### src/rtl/sys_bus_uart_tx_pkg.sv
// Shared constants for the bus-mapped UART transmitter: bus access encoding,
// register offsets, STATUS bit positions and the serial FSM state type.
package sys_bus_uart_tx_pkg;

    localparam int CPU_WIDTH             = 32;
    localparam int MEM_ACCESS_TYPE_WIDTH = 3;

    localparam logic [MEM_ACCESS_TYPE_WIDTH-1:0] MEM_ACCESS_TYPE_NONE       = 3'd0;
    localparam logic [MEM_ACCESS_TYPE_WIDTH-1:0] MEM_ACCESS_TYPE_READ_BYTE  = 3'd1;
    localparam logic [MEM_ACCESS_TYPE_WIDTH-1:0] MEM_ACCESS_TYPE_READ_HALF  = 3'd2;
    localparam logic [MEM_ACCESS_TYPE_WIDTH-1:0] MEM_ACCESS_TYPE_READ_WORD  = 3'd3;
    localparam logic [MEM_ACCESS_TYPE_WIDTH-1:0] MEM_ACCESS_TYPE_WRITE_BYTE = 3'd4;
    localparam logic [MEM_ACCESS_TYPE_WIDTH-1:0] MEM_ACCESS_TYPE_WRITE_HALF = 3'd5;
    localparam logic [MEM_ACCESS_TYPE_WIDTH-1:0] MEM_ACCESS_TYPE_WRITE_WORD = 3'd6;

    localparam logic [1:0] UART_TXDATA = 2'd0;
    localparam logic [1:0] UART_STATUS = 2'd1;
    localparam logic [1:0] UART_BAUD   = 2'd2;
    localparam logic [1:0] UART_CTRL   = 2'd3;

    localparam int UART_ST_BUSY      = 0;
    localparam int UART_ST_FULL      = 1;
    localparam int UART_ST_EMPTY     = 2;
    localparam int UART_ST_OVERFLOW  = 3;
    localparam int UART_ST_COUNT_LSB = 8;

    localparam logic [CPU_WIDTH-1:0] UART_BASE_ADDR_DEFAULT = 32'h1000_0000;

    typedef enum logic [1:0] {
        UART_IDLE  = 2'd0,
        UART_START = 2'd1,
        UART_DATA  = 2'd2,
        UART_STOP  = 2'd3
    } uart_state_t;

    function automatic logic is_read_access(input logic [MEM_ACCESS_TYPE_WIDTH-1:0] t);
        return (t == MEM_ACCESS_TYPE_READ_BYTE) || (t == MEM_ACCESS_TYPE_READ_HALF) ||
               (t == MEM_ACCESS_TYPE_READ_WORD);
    endfunction

    function automatic logic is_write_access(input logic [MEM_ACCESS_TYPE_WIDTH-1:0] t);
        return (t == MEM_ACCESS_TYPE_WRITE_BYTE) || (t == MEM_ACCESS_TYPE_WRITE_HALF) ||
               (t == MEM_ACCESS_TYPE_WRITE_WORD);
    endfunction

endpackage

### src/rtl/sys_bus_uart_tx_sync_fifo.sv
// Small show-ahead FIFO: pop_data is the head entry whenever not empty.
// A push while full is accepted only if a pop frees a slot on the same edge.
module sys_bus_uart_tx_sync_fifo #(
    parameter int WIDTH = 8,
    parameter int DEPTH = 8
) (
    input  logic                     clk,
    input  logic                     rst,
    input  logic                     push,
    input  logic [WIDTH-1:0]         push_data,
    input  logic                     pop,
    output logic [WIDTH-1:0]         pop_data,
    output logic                     full,
    output logic                     empty,
    output logic [$clog2(DEPTH):0]   count
);
    localparam int AW = $clog2(DEPTH);

    logic [WIDTH-1:0] mem [DEPTH];
    logic [AW-1:0]    wr_ptr_reg;
    logic [AW-1:0]    rd_ptr_reg;
    logic [AW:0]      count_reg;
    logic             do_push;
    logic             do_pop;

    assign full     = (count_reg == (AW+1)'(DEPTH));
    assign empty    = (count_reg == '0);
    assign count    = count_reg;
    assign pop_data = mem[rd_ptr_reg];
    assign do_pop   = pop && !empty;
    assign do_push  = push && (!full || do_pop);

    always_ff @(posedge clk or posedge rst) begin
        if (rst) begin
            wr_ptr_reg <= '0;
            rd_ptr_reg <= '0;
            count_reg  <= '0;
        end else begin
            if (do_push) wr_ptr_reg <= wr_ptr_reg + AW'(1);
            if (do_pop)  rd_ptr_reg <= rd_ptr_reg + AW'(1);
            if (do_push && !do_pop)      count_reg <= count_reg + (AW+1)'(1);
            else if (do_pop && !do_push) count_reg <= count_reg - (AW+1)'(1);
        end
    end

    // Storage carries no reset so it can map onto plain RAM cells.
    always_ff @(posedge clk) begin
        if (do_push) mem[wr_ptr_reg] <= push_data;
    end

endmodule

### src/rtl/sys_bus_uart_tx.sv
// Memory-mapped 8N1 UART transmitter on the core's system data bus:
// TXDATA pushes into a FIFO, a serial FSM drains it onto txd.
module sys_bus_uart_tx
    import sys_bus_uart_tx_pkg::*;
#(
    parameter logic [31:0] BASE_ADDR  = UART_BASE_ADDR_DEFAULT,
    parameter int          FIFO_DEPTH = 8,
    parameter logic [15:0] DIV_RESET  = 16'd434
) (
    input  logic                             clk,
    input  logic                             rst,
    input  logic [CPU_WIDTH-1:0]             sys_bus_addr_i,
    input  logic [MEM_ACCESS_TYPE_WIDTH-1:0] sys_bus_access_type_i,
    input  logic [CPU_WIDTH-1:0]             sys_bus_wdata_i,
    output logic [CPU_WIDTH-1:0]             sys_bus_rdata_o,
    output logic                             txd,
    output logic                             irq_o
);
    localparam int CW = $clog2(FIFO_DEPTH) + 1;

    logic        hit, rd_req, rd_hit, wr_hit, push, pop;
    logic [1:0]  reg_idx;
    logic [7:0]  fifo_dout;
    logic        fifo_full, fifo_empty;
    logic [CW-1:0] fifo_count;
    logic [3:0]  count4;
    logic [15:0] div_eff;
    logic [31:0] status_word, rdata_next;
    logic        unused_bits;

    logic [31:0] rdata_reg;
    logic [15:0] baud_div_reg, div_l_reg, baud_cnt_reg;
    logic        tx_en_reg, irq_en_reg, overflow_reg, txd_reg;
    logic [7:0]  shift_reg;
    logic [2:0]  bit_idx_reg;
    uart_state_t state_reg;

    assign reg_idx = sys_bus_addr_i[3:2];
    assign hit     = (sys_bus_addr_i[31:4] == BASE_ADDR[31:4]) &&
                     (sys_bus_access_type_i != MEM_ACCESS_TYPE_NONE);
    assign rd_req  = is_read_access(sys_bus_access_type_i);
    assign rd_hit  = hit && rd_req;
    assign wr_hit  = hit && is_write_access(sys_bus_access_type_i);
    assign push    = wr_hit && (reg_idx == UART_TXDATA);
    assign div_eff = (baud_div_reg == 16'd0) ? 16'd1 : baud_div_reg;
    assign unused_bits = ^{sys_bus_addr_i[1:0], sys_bus_wdata_i[31:16]};

    // A new frame loads either from IDLE or at the very end of a stop bit.
    assign pop = tx_en_reg && !fifo_empty &&
                 ((state_reg == UART_IDLE) ||
                  ((state_reg == UART_STOP) && (baud_cnt_reg == 16'd0)));

    sys_bus_uart_tx_sync_fifo #(.WIDTH(8), .DEPTH(FIFO_DEPTH)) u_fifo (
        .clk       (clk),
        .rst       (rst),
        .push      (push),
        .push_data (sys_bus_wdata_i[7:0]),
        .pop       (pop),
        .pop_data  (fifo_dout),
        .full      (fifo_full),
        .empty     (fifo_empty),
        .count     (fifo_count)
    );

    assign count4 = 4'(fifo_count);

    always_comb begin
        status_word = '0;
        status_word[UART_ST_BUSY]     = (state_reg != UART_IDLE);
        status_word[UART_ST_FULL]     = fifo_full;
        status_word[UART_ST_EMPTY]    = fifo_empty;
        status_word[UART_ST_OVERFLOW] = overflow_reg;
        status_word[UART_ST_COUNT_LSB +: 4] = count4;
        case (reg_idx)
            UART_STATUS: rdata_next = status_word;
            UART_BAUD:   rdata_next = {16'd0, baud_div_reg};
            UART_CTRL:   rdata_next = {30'd0, irq_en_reg, tx_en_reg};
            default:     rdata_next = '0;
        endcase
    end

    always_ff @(posedge clk or posedge rst) begin
        if (rst) begin
            rdata_reg    <= '0;
            baud_div_reg <= DIV_RESET;
            tx_en_reg    <= 1'b0;
            irq_en_reg   <= 1'b0;
            overflow_reg <= 1'b0;
        end else begin
            if (rd_req) rdata_reg <= rd_hit ? rdata_next : '0;
            if (wr_hit && reg_idx == UART_BAUD) baud_div_reg <= sys_bus_wdata_i[15:0];
            if (wr_hit && reg_idx == UART_CTRL) begin
                tx_en_reg  <= sys_bus_wdata_i[0];
                irq_en_reg <= sys_bus_wdata_i[1];
            end
            if (push && fifo_full && !pop)
                overflow_reg <= 1'b1;
            else if (wr_hit && reg_idx == UART_STATUS && sys_bus_wdata_i[3])
                overflow_reg <= 1'b0;
        end
    end

    always_ff @(posedge clk or posedge rst) begin
        if (rst) begin
            state_reg    <= UART_IDLE;
            txd_reg      <= 1'b1;
            baud_cnt_reg <= '0;
            div_l_reg    <= 16'd1;
            shift_reg    <= '0;
            bit_idx_reg  <= '0;
        end else if (pop) begin
            shift_reg    <= fifo_dout;
            div_l_reg    <= div_eff;
            baud_cnt_reg <= div_eff - 16'd1;
            txd_reg      <= 1'b0;
            state_reg    <= UART_START;
        end else if (state_reg != UART_IDLE && baud_cnt_reg != 16'd0) begin
            baud_cnt_reg <= baud_cnt_reg - 16'd1;
        end else begin
            baud_cnt_reg <= div_l_reg - 16'd1;
            case (state_reg)
                UART_START: begin
                    txd_reg     <= shift_reg[0];
                    shift_reg   <= {1'b0, shift_reg[7:1]};
                    bit_idx_reg <= '0;
                    state_reg   <= UART_DATA;
                end
                UART_DATA: begin
                    if (bit_idx_reg == 3'd7) begin
                        txd_reg   <= 1'b1;
                        state_reg <= UART_STOP;
                    end else begin
                        txd_reg     <= shift_reg[0];
                        shift_reg   <= {1'b0, shift_reg[7:1]};
                        bit_idx_reg <= bit_idx_reg + 3'd1;
                    end
                end
                default: begin
                    txd_reg   <= 1'b1;
                    state_reg <= UART_IDLE;
                end
            endcase
        end
    end

    assign sys_bus_rdata_o = rdata_reg;
    assign txd             = txd_reg;
    assign irq_o           = fifo_empty && irq_en_reg;

endmodule

### config.mk
export PLATFORM = sky130hd
export DESIGN_NAME = sys_bus_uart_tx
export DESIGN_NICKNAME = d
export VERILOG_FILES = /design/src/rtl/sys_bus_uart_tx_pkg.sv /design/src/rtl/sys_bus_uart_tx_sync_fifo.sv /design/src/rtl/sys_bus_uart_tx.sv
export SDC_FILE = /design/constraint.sdc
export NUM_CORES = 1
export LEC_CHECK = 0
export CORE_MARGIN = 4
export CORE_UTILIZATION = 46
export CTS_CLUSTER_SIZE = 16
export DETAILED_ROUTE_END_ITERATION = 12
export GPL_TIMING_DRIVEN = 0
export PLACE_DENSITY = 0.73
export SYNTH_ARGS = -nofsm -noshare
export SYNTH_HDL_FRONTEND = slang
export SYNTH_SLANG_ARGS = --single-unit
### constraint.sdc
create_clock -name clk -period 9.2 [get_ports clk]
set_clock_uncertainty 0.1 [all_clocks]
set_input_delay 1.84 -clock clk [delete_from_list [all_inputs] [get_ports clk]]
set_output_delay 1.84 -clock clk [all_outputs]
set_load 0.02 [all_outputs]
### Yosys cells after proc, flatten, opt, wreduce, memory -nomap -nowiden

Memories as Yosys holds them, arrays and structs flattened.
Cells that the tools add are included.

* register bits after elaboration: 107
* RAM bits: 64
* output and inout port bits: 34
* word-level logic and storage cells: 114
* memories: 1

* add/subtract/negate cells: 8
* equal/unequal tests: 19
* multiplexer cells: 25
* bitwise logic cells: 2
* reductions and logical operators: 45

Memory list
* u_fifo.mem: words 8, bits a word 8, read ports 1, clocked after Yosys merged registers in 0, wr ports 1, line sys_bus_uart_tx_sync_fifo.sv:19 `logic [WIDTH-1:0] mem [DEPTH];`

Operator list (count)
* two-way mux 16 bit: 3
* case mux 16 bit (3 select lines): 1
* subtractor 16 x 1 -> 16 bit (second input constant): 3
* zero test 16 bit: 2
* two-way mux 32 bit: 1
* equality test 28 x 25 -> 1 bit (second input constant): 1
* two-way mux 8 bit: 3
* logical AND 1 bit: 19
* case mux 8 bit (2 select lines): 1
* nonzero test 16 bit: 1
* equality test 3 bit (second input constant): 4
* adder 3 x 1 -> 3 bit (second input constant): 3
* equality test 2 bit (second input constant): 4
* two-way mux 4 bit: 2
* nonzero test 2 bit: 4
* two-way mux 1 bit: 7
* equality test 3 x 2 -> 1 bit (second input constant): 2
* logical OR 1 bit: 6
* two-way mux 2 bit: 3
* != test 3 bit (second input constant): 2
* case mux 3 bit (2 select lines): 1
* nonzero test 3 bit: 2
* zero test 1 bit: 5
* adder 4 x 1 -> 4 bit (second input constant): 1
* 14 further kinds: 18

### Logic depth before layout (Yosys ltp)

* depth after elaboration: 11
* gate-level depth with buffers: 15
* gate-level depth less buffers: 15

### Modules after synthesis

Synthesis repeated with hierarchy kept, for this count alone.

* cells, all modules: 605
* area, all modules: 7671.1 µm²

Modules (own cells, without submodules)
* sys_bus_uart_tx: instances 1, cells each 449, area each 4604.4 µm²
* sys_bus_uart_tx_sync_fifo: instances 1, cells each 156, area each 3066.7 µm²

### Worst setup path after synthesis

No wires, ideal clock.

* kind: input port to flip-flop
* start point: input sys_bus_addr_i[6]
* end point: register u_fifo.count_reg[3] (netlist: u_fifo.count[3])
* library setup time: 0.128 ns
* arrival time: 4.072 ns
* required time: 8.972 ns
* slack: 4.900 ns
* stages on the path: 13
* buffers on the path: 0
* cell sequence: nor4_1 -> nand4_1 -> nor2_1 -> nand3_1 -> nor4_4 -> ha_1 -> inv_1 -> ha_1 -> a21o_1 -> a21oi_1 -> xnor2_1 -> nor2_1 -> xor2_1

* cells in the longest elaborated chain, start to end: 8
* elaborated cells between the ends (all ways): 10
* classes of those cells: eq/ne: 1; mux: 1; reduce/logical: 8

RTL lines
* from (decl): line sys_bus_uart_tx.sv:12 `input logic [CPU_WIDTH-1:0] sys_bus_addr_i,`
* equality test 28 x 25 -> 1 bit *: line sys_bus_uart_tx.sv:39 `assign hit = (sys_bus_addr_i[31:4] == BASE_ADDR[31:4]) &&`
* logical AND 1 bit *: line sys_bus_uart_tx.sv:39
* logical AND 1 bit *: line sys_bus_uart_tx.sv:43 `assign wr_hit = hit && is_write_access(sys_bus_access_type_i);`
* logical AND 1 bit *: line sys_bus_uart_tx.sv:44 `assign push = wr_hit && (reg_idx == UART_TXDATA);`
* logical AND 1 bit *: line sys_bus_uart_tx_sync_fifo.sv:31 `assign do_push = push && (!full || do_pop);`
* net u_fifo.do_push: line sys_bus_uart_tx_sync_fifo.sv:23 `logic do_push;`
* zero test 1 bit: line sys_bus_uart_tx_sync_fifo.sv:42 `else if (do_pop && !do_push) count_reg <= count_reg - (AW+1)'(1);`
* logical AND 1 bit: line sys_bus_uart_tx_sync_fifo.sv:42
* nonzero test 2 bit (no line)
* to (signal assigned): line sys_bus_uart_tx_sync_fifo.sv:41 `if (do_push && !do_pop) count_reg <= count_reg + (AW+1)'(1);`
* to (signal assigned): line sys_bus_uart_tx_sync_fifo.sv:42
* to (decl): line sys_bus_uart_tx_sync_fifo.sv:22 `logic [AW:0] count_reg;`

Mark *: on every way through the listed nets, which the timed path passes. The rest lies on a longest branch.
A chain may end at the register's enable or synchronous reset.

### Final worst setup path

* start point: input sys_bus_addr_i[5]
* end point: memory u_fifo.mem[0][3], enable pin

* cells in the longest elaborated chain, start to end: 7

RTL lines
* equality test 28 x 25 -> 1 bit: line sys_bus_uart_tx.sv:39
* logical AND 1 bit: line sys_bus_uart_tx.sv:39
* logical AND 1 bit: line sys_bus_uart_tx.sv:43
* logical AND 1 bit: line sys_bus_uart_tx.sv:44
* logical AND 1 bit: line sys_bus_uart_tx_sync_fifo.sv:31
* net u_fifo.do_push: line sys_bus_uart_tx_sync_fifo.sv:23
* two-way mux 1 bit: line sys_bus_uart_tx_sync_fifo.sv:48 `if (do_push) mem[wr_ptr_reg] <= push_data;`
* two-way mux 1 bit (not written as such): line sys_bus_uart_tx_sync_fifo.sv:48
* to (decl): line sys_bus_uart_tx_sync_fifo.sv:19

The timed path passes the listed nets, and every way through them passes these cells.

==> key figures <==
Synthesis
  – Register area share after synthesis: a little under three fifths
  – Seq cells post-synth: ~160
  – EDFF count, synth: 64
  – Synth warn: 0
  – Post-synth ARST share: between 50% and 60%
  – Leading post-synthesis cells by cell area: dfrtp_1 29%, edfxtp_1 26%, nand2_1 5.1%, mux4_2 4.9%, mux2_2 3.1%
  – Synthesized area: approximately 0.0073 mm^2
  – Synth Instances: roughly 600
  – Distinct cells, synth: 60
  – Synth top area share: ~29%
  – Average instance area after synthesis: about 12 um^2
  – Ys flop type: dfrtp_1
  – Area leader, netlist: dfrtp_1

CTS
  – Clk Tree Root Cell: clkbuf_16
  – CTS max path bufs: 2
  – CTS HTree Levels: 4
  – Worst-Skew Late Latency: approximately 0.43 ns
  – CTS tree: done
  – CTS sink cnt: roughly 160
  – Clock Pin Slew Worst Setup and Hold Paths: approximately 0.06 ns
  – Post-CTS Setup Bufs: 0
  – Post-CTS sizing: 0
  – TritonCTS Buffers: 17
  – Hold buffer count at cts: 0

Global routing
  – First-pass GRT wire length: roughly 28,000 um
  – GR Util All Layers: 19.5%
  – Largest net degree at the start of global routing: 60
  – Vias in the first global route: slightly above 5,000
  – Initial antenna violation count: 0
  – Total gr overflow: 0

Pwr
  – Sw Ratio: between 20% and 30%
  – Sw Pwr: approximately 330 uW
  – Sequential share of power: between 40% and 50%
  – Internal Pwr Total: between 1000 and 1500 uW
  – P_leak: about 0.0035 uW
  – Worst vdd ir: 0.000140 V
  – Total power draw: between 1000 and 1500 uW
  – Clock network power share: a little under half
  – Gate power share: 3.6%
  – Pwr dens: between 150 and 200 mW/mm^2

Flow run
  – Max Cap Viol: 0

Placement
  – Hpwl dp: around 12,000 um
  – Dpl ws: roughly 4 ns
  – Final Wtd Congestion: 0.815
  – Area after DPL: approximately 0.0083 mm^2
  – Port bufs: between 60 and 70

Cells and area
  – Most common cell after layout, fill and taps aside: nand2_1
  – Fin nets: 781
  – Reg with most FFs: u_fifo.mem
  – Number of antenna diodes: 0
  – Commonest non-fill, non-tap cells in the layout: 99 x nand2_1, 84 x dfrtp_1, 67 x clkdlybuf4s50_1
  – Reg area: between 0.004 and 0.005 mm^2
  – Area of the multi-input gates: ~0.0029 mm^2
  – Syn-to-layout area delta: 22.2%
  – Share of cells above drive strength 1: between 15 and 20%
  – Fillers: 1,252
  – Max FFs per register: between 60 and 70
  – Final instance area: 0.00895 mm^2

Route
  – Via count: around 5,000
  – WL met1: approximately 7400 um
  – Met3 routed WL: around 760 um
  – Final Routed Wirelength: ~17,000 um
  – Top routing layer used: met4
  – Routed WL per cell: around 18 um
  – Met2 wire len: around 8600 um
  – Vias per cell: between 5 and 6
  – # DRC: 0
  – Routed Antenna Nets: 0
  – DRT iter0 DRCs: approximately 320
  – DR pass1 iterations: 5

Critical path
  – Reg2reg end: baud_cnt_reg[10]
  – R2R Setup Slk: approximately 5.3 ns
  – R2r startpoint: baud_cnt_reg[11]
  – Startpoint types: primary input
  – Critical path type: in -> reg
  – Worst-case reg-to-reg path depth: 11
  – Critical path arrival: 4.71 ns
  – Crit. End Element: register
  – CP Max Fanout: 8
  – CP required: 9.14 ns

Timing
  – Slew @ Worst Pin: between 1 and 1.5 ns
  – Period utilisation layout: around half
  – Fin Hold WS: roughly 0.36 ns
  – Setup TNS Final: 0 ns
  – Setup WS post-layout: between 4 and 5 ns
  – Minimum clock period: about 4.8 ns
  – FMAX: between 0.2 and 0.25 GHz
  – Slew Limit Fails: 0
  – Worst slew margin: roughly 16%
  – Setup violators final: 0
  – Hold Vio Cnt, Final: 0
  – RSZ-0062 raised after global routing: false

Hold path
  – WHS Endpoint: txd
  – HP Start: txd
  – Hold depth: 2
  – Worst min-delay path class: reg -> reg

Die
  – Die Wd: about 130 um
  – Std cell rows: 45
  – Die Height: 134 um
  – Initial Util: roughly 48%
  – Core ar.: approximately 0.015 mm^2
  – Top Ports: 103
  – DIE AREA: 0.0180 mm^2

Outcome
  – Outcome: complete, no violations
metrics by stage:
| stage | util (%) | std cells |
|---|---|---|
| 2_1_floorplan | - | 612 |
| 6_report | 58.0 | 923 |
| 4_1_cts | 58.0 | 923 |
| 3_5_place_dp | 54.1 | 891 |
| 3_3_place_gp | 53.9 | 890 |
| 5_1_grt | 58.0 | 923 |
per-layer routing:
metal,track usage [%],up-vias
met4,6.73,0
li1,-,2339
met3,2.93,21
met1,26.6,2540
met2,32.1,174
met5,0,-
how the worst max path moves through the flow:
stage	from	endpoint	slack, ns	cells after the start
detailed placement	sys_bus_addr_i[5]	u_fifo.mem[1][0]	3.92	8
floorplan	sys_bus_addr_i[6]	u_fifo.count[3]	4.90	13
global route	sys_bus_addr_i[5]	u_fifo.mem[1][3]	4.14	8
finish	sys_bus_addr_i[5]	u_fifo.mem[0][3]	4.42	8
global placement	rst	sys_bus_rdata_o[11]	3.51	2
CTS	sys_bus_addr_i[5]	u_fifo.mem[1][1]	4.36	8
cell usage after synthesis, drive strengths merged (7+ instances only):
cell type  number
nor2b           9
buf            22
inv            10
mux2i          18
mux2           20
xor2            9
nand3          10
a22o            8
a22oi          10
xnor2          19
a211oi          7
a31oi           7
nand2         100
dfrtp          84
edfxtp         64
dfstp           7
a21oi          16
nor2           33
o21ai          26
mux4           16
nor4           17
ha             12
nor3           11
clkbuf         15
kinds of logic (layout without fill, tap and decap cells):
logic type                 after synthesis  count (layout)  share of synthesized area, %
AOI/OAI and AO/OA                       88              88                          8.47
xor gates and xnor gates                28              28                          3.35
adders and majority gates               13              13                          2.32
buffers and inverters                   47             147                          3.28
DFF                                    155             155                          57.4
muxes                                   54              54                          10.4
other                                    1              16                        0.0512
and+or+nand+nor                        211             211                          14.7
critical path, stage by stage:
cell and delay, ns:
clkdlybuf4s50_1 0.43, nor4_1 0.32, nand4_1 0.15, nor2_1 0.13, nand3_1 0.22, nor4_4 0.45
nand2b_1 0.19, nor3_1 0.98
final cells by class:
| class | instances | area share, % |
|---|---|---|
| clock buffers | 18 | 4.79 |
| inverters | 10 | 0.447 |
| multi-input cells | 410 | 32.8 |
| clock inverters | 14 | 1.94 |
| plain buffers | 37 | 2.26 |
| flip-flops and latches | 155 | 47.0 |
| repair buffers | 68 | 7.80 |
| well taps | 211 | 2.95 |
power groups by stage:
stage	logic, uW	clock network [uW]	registers, uW
5_1_grt	58.0	751	720
3_5_place_dp	53.1	0	734
3_3_place_gp	50.4	0	734
2_1_floorplan	21.2	0	735
4_1_cts	53.4	720	721
6_report	53.0	714	721
Note: power is estimated with default switching activity, not from simulation.
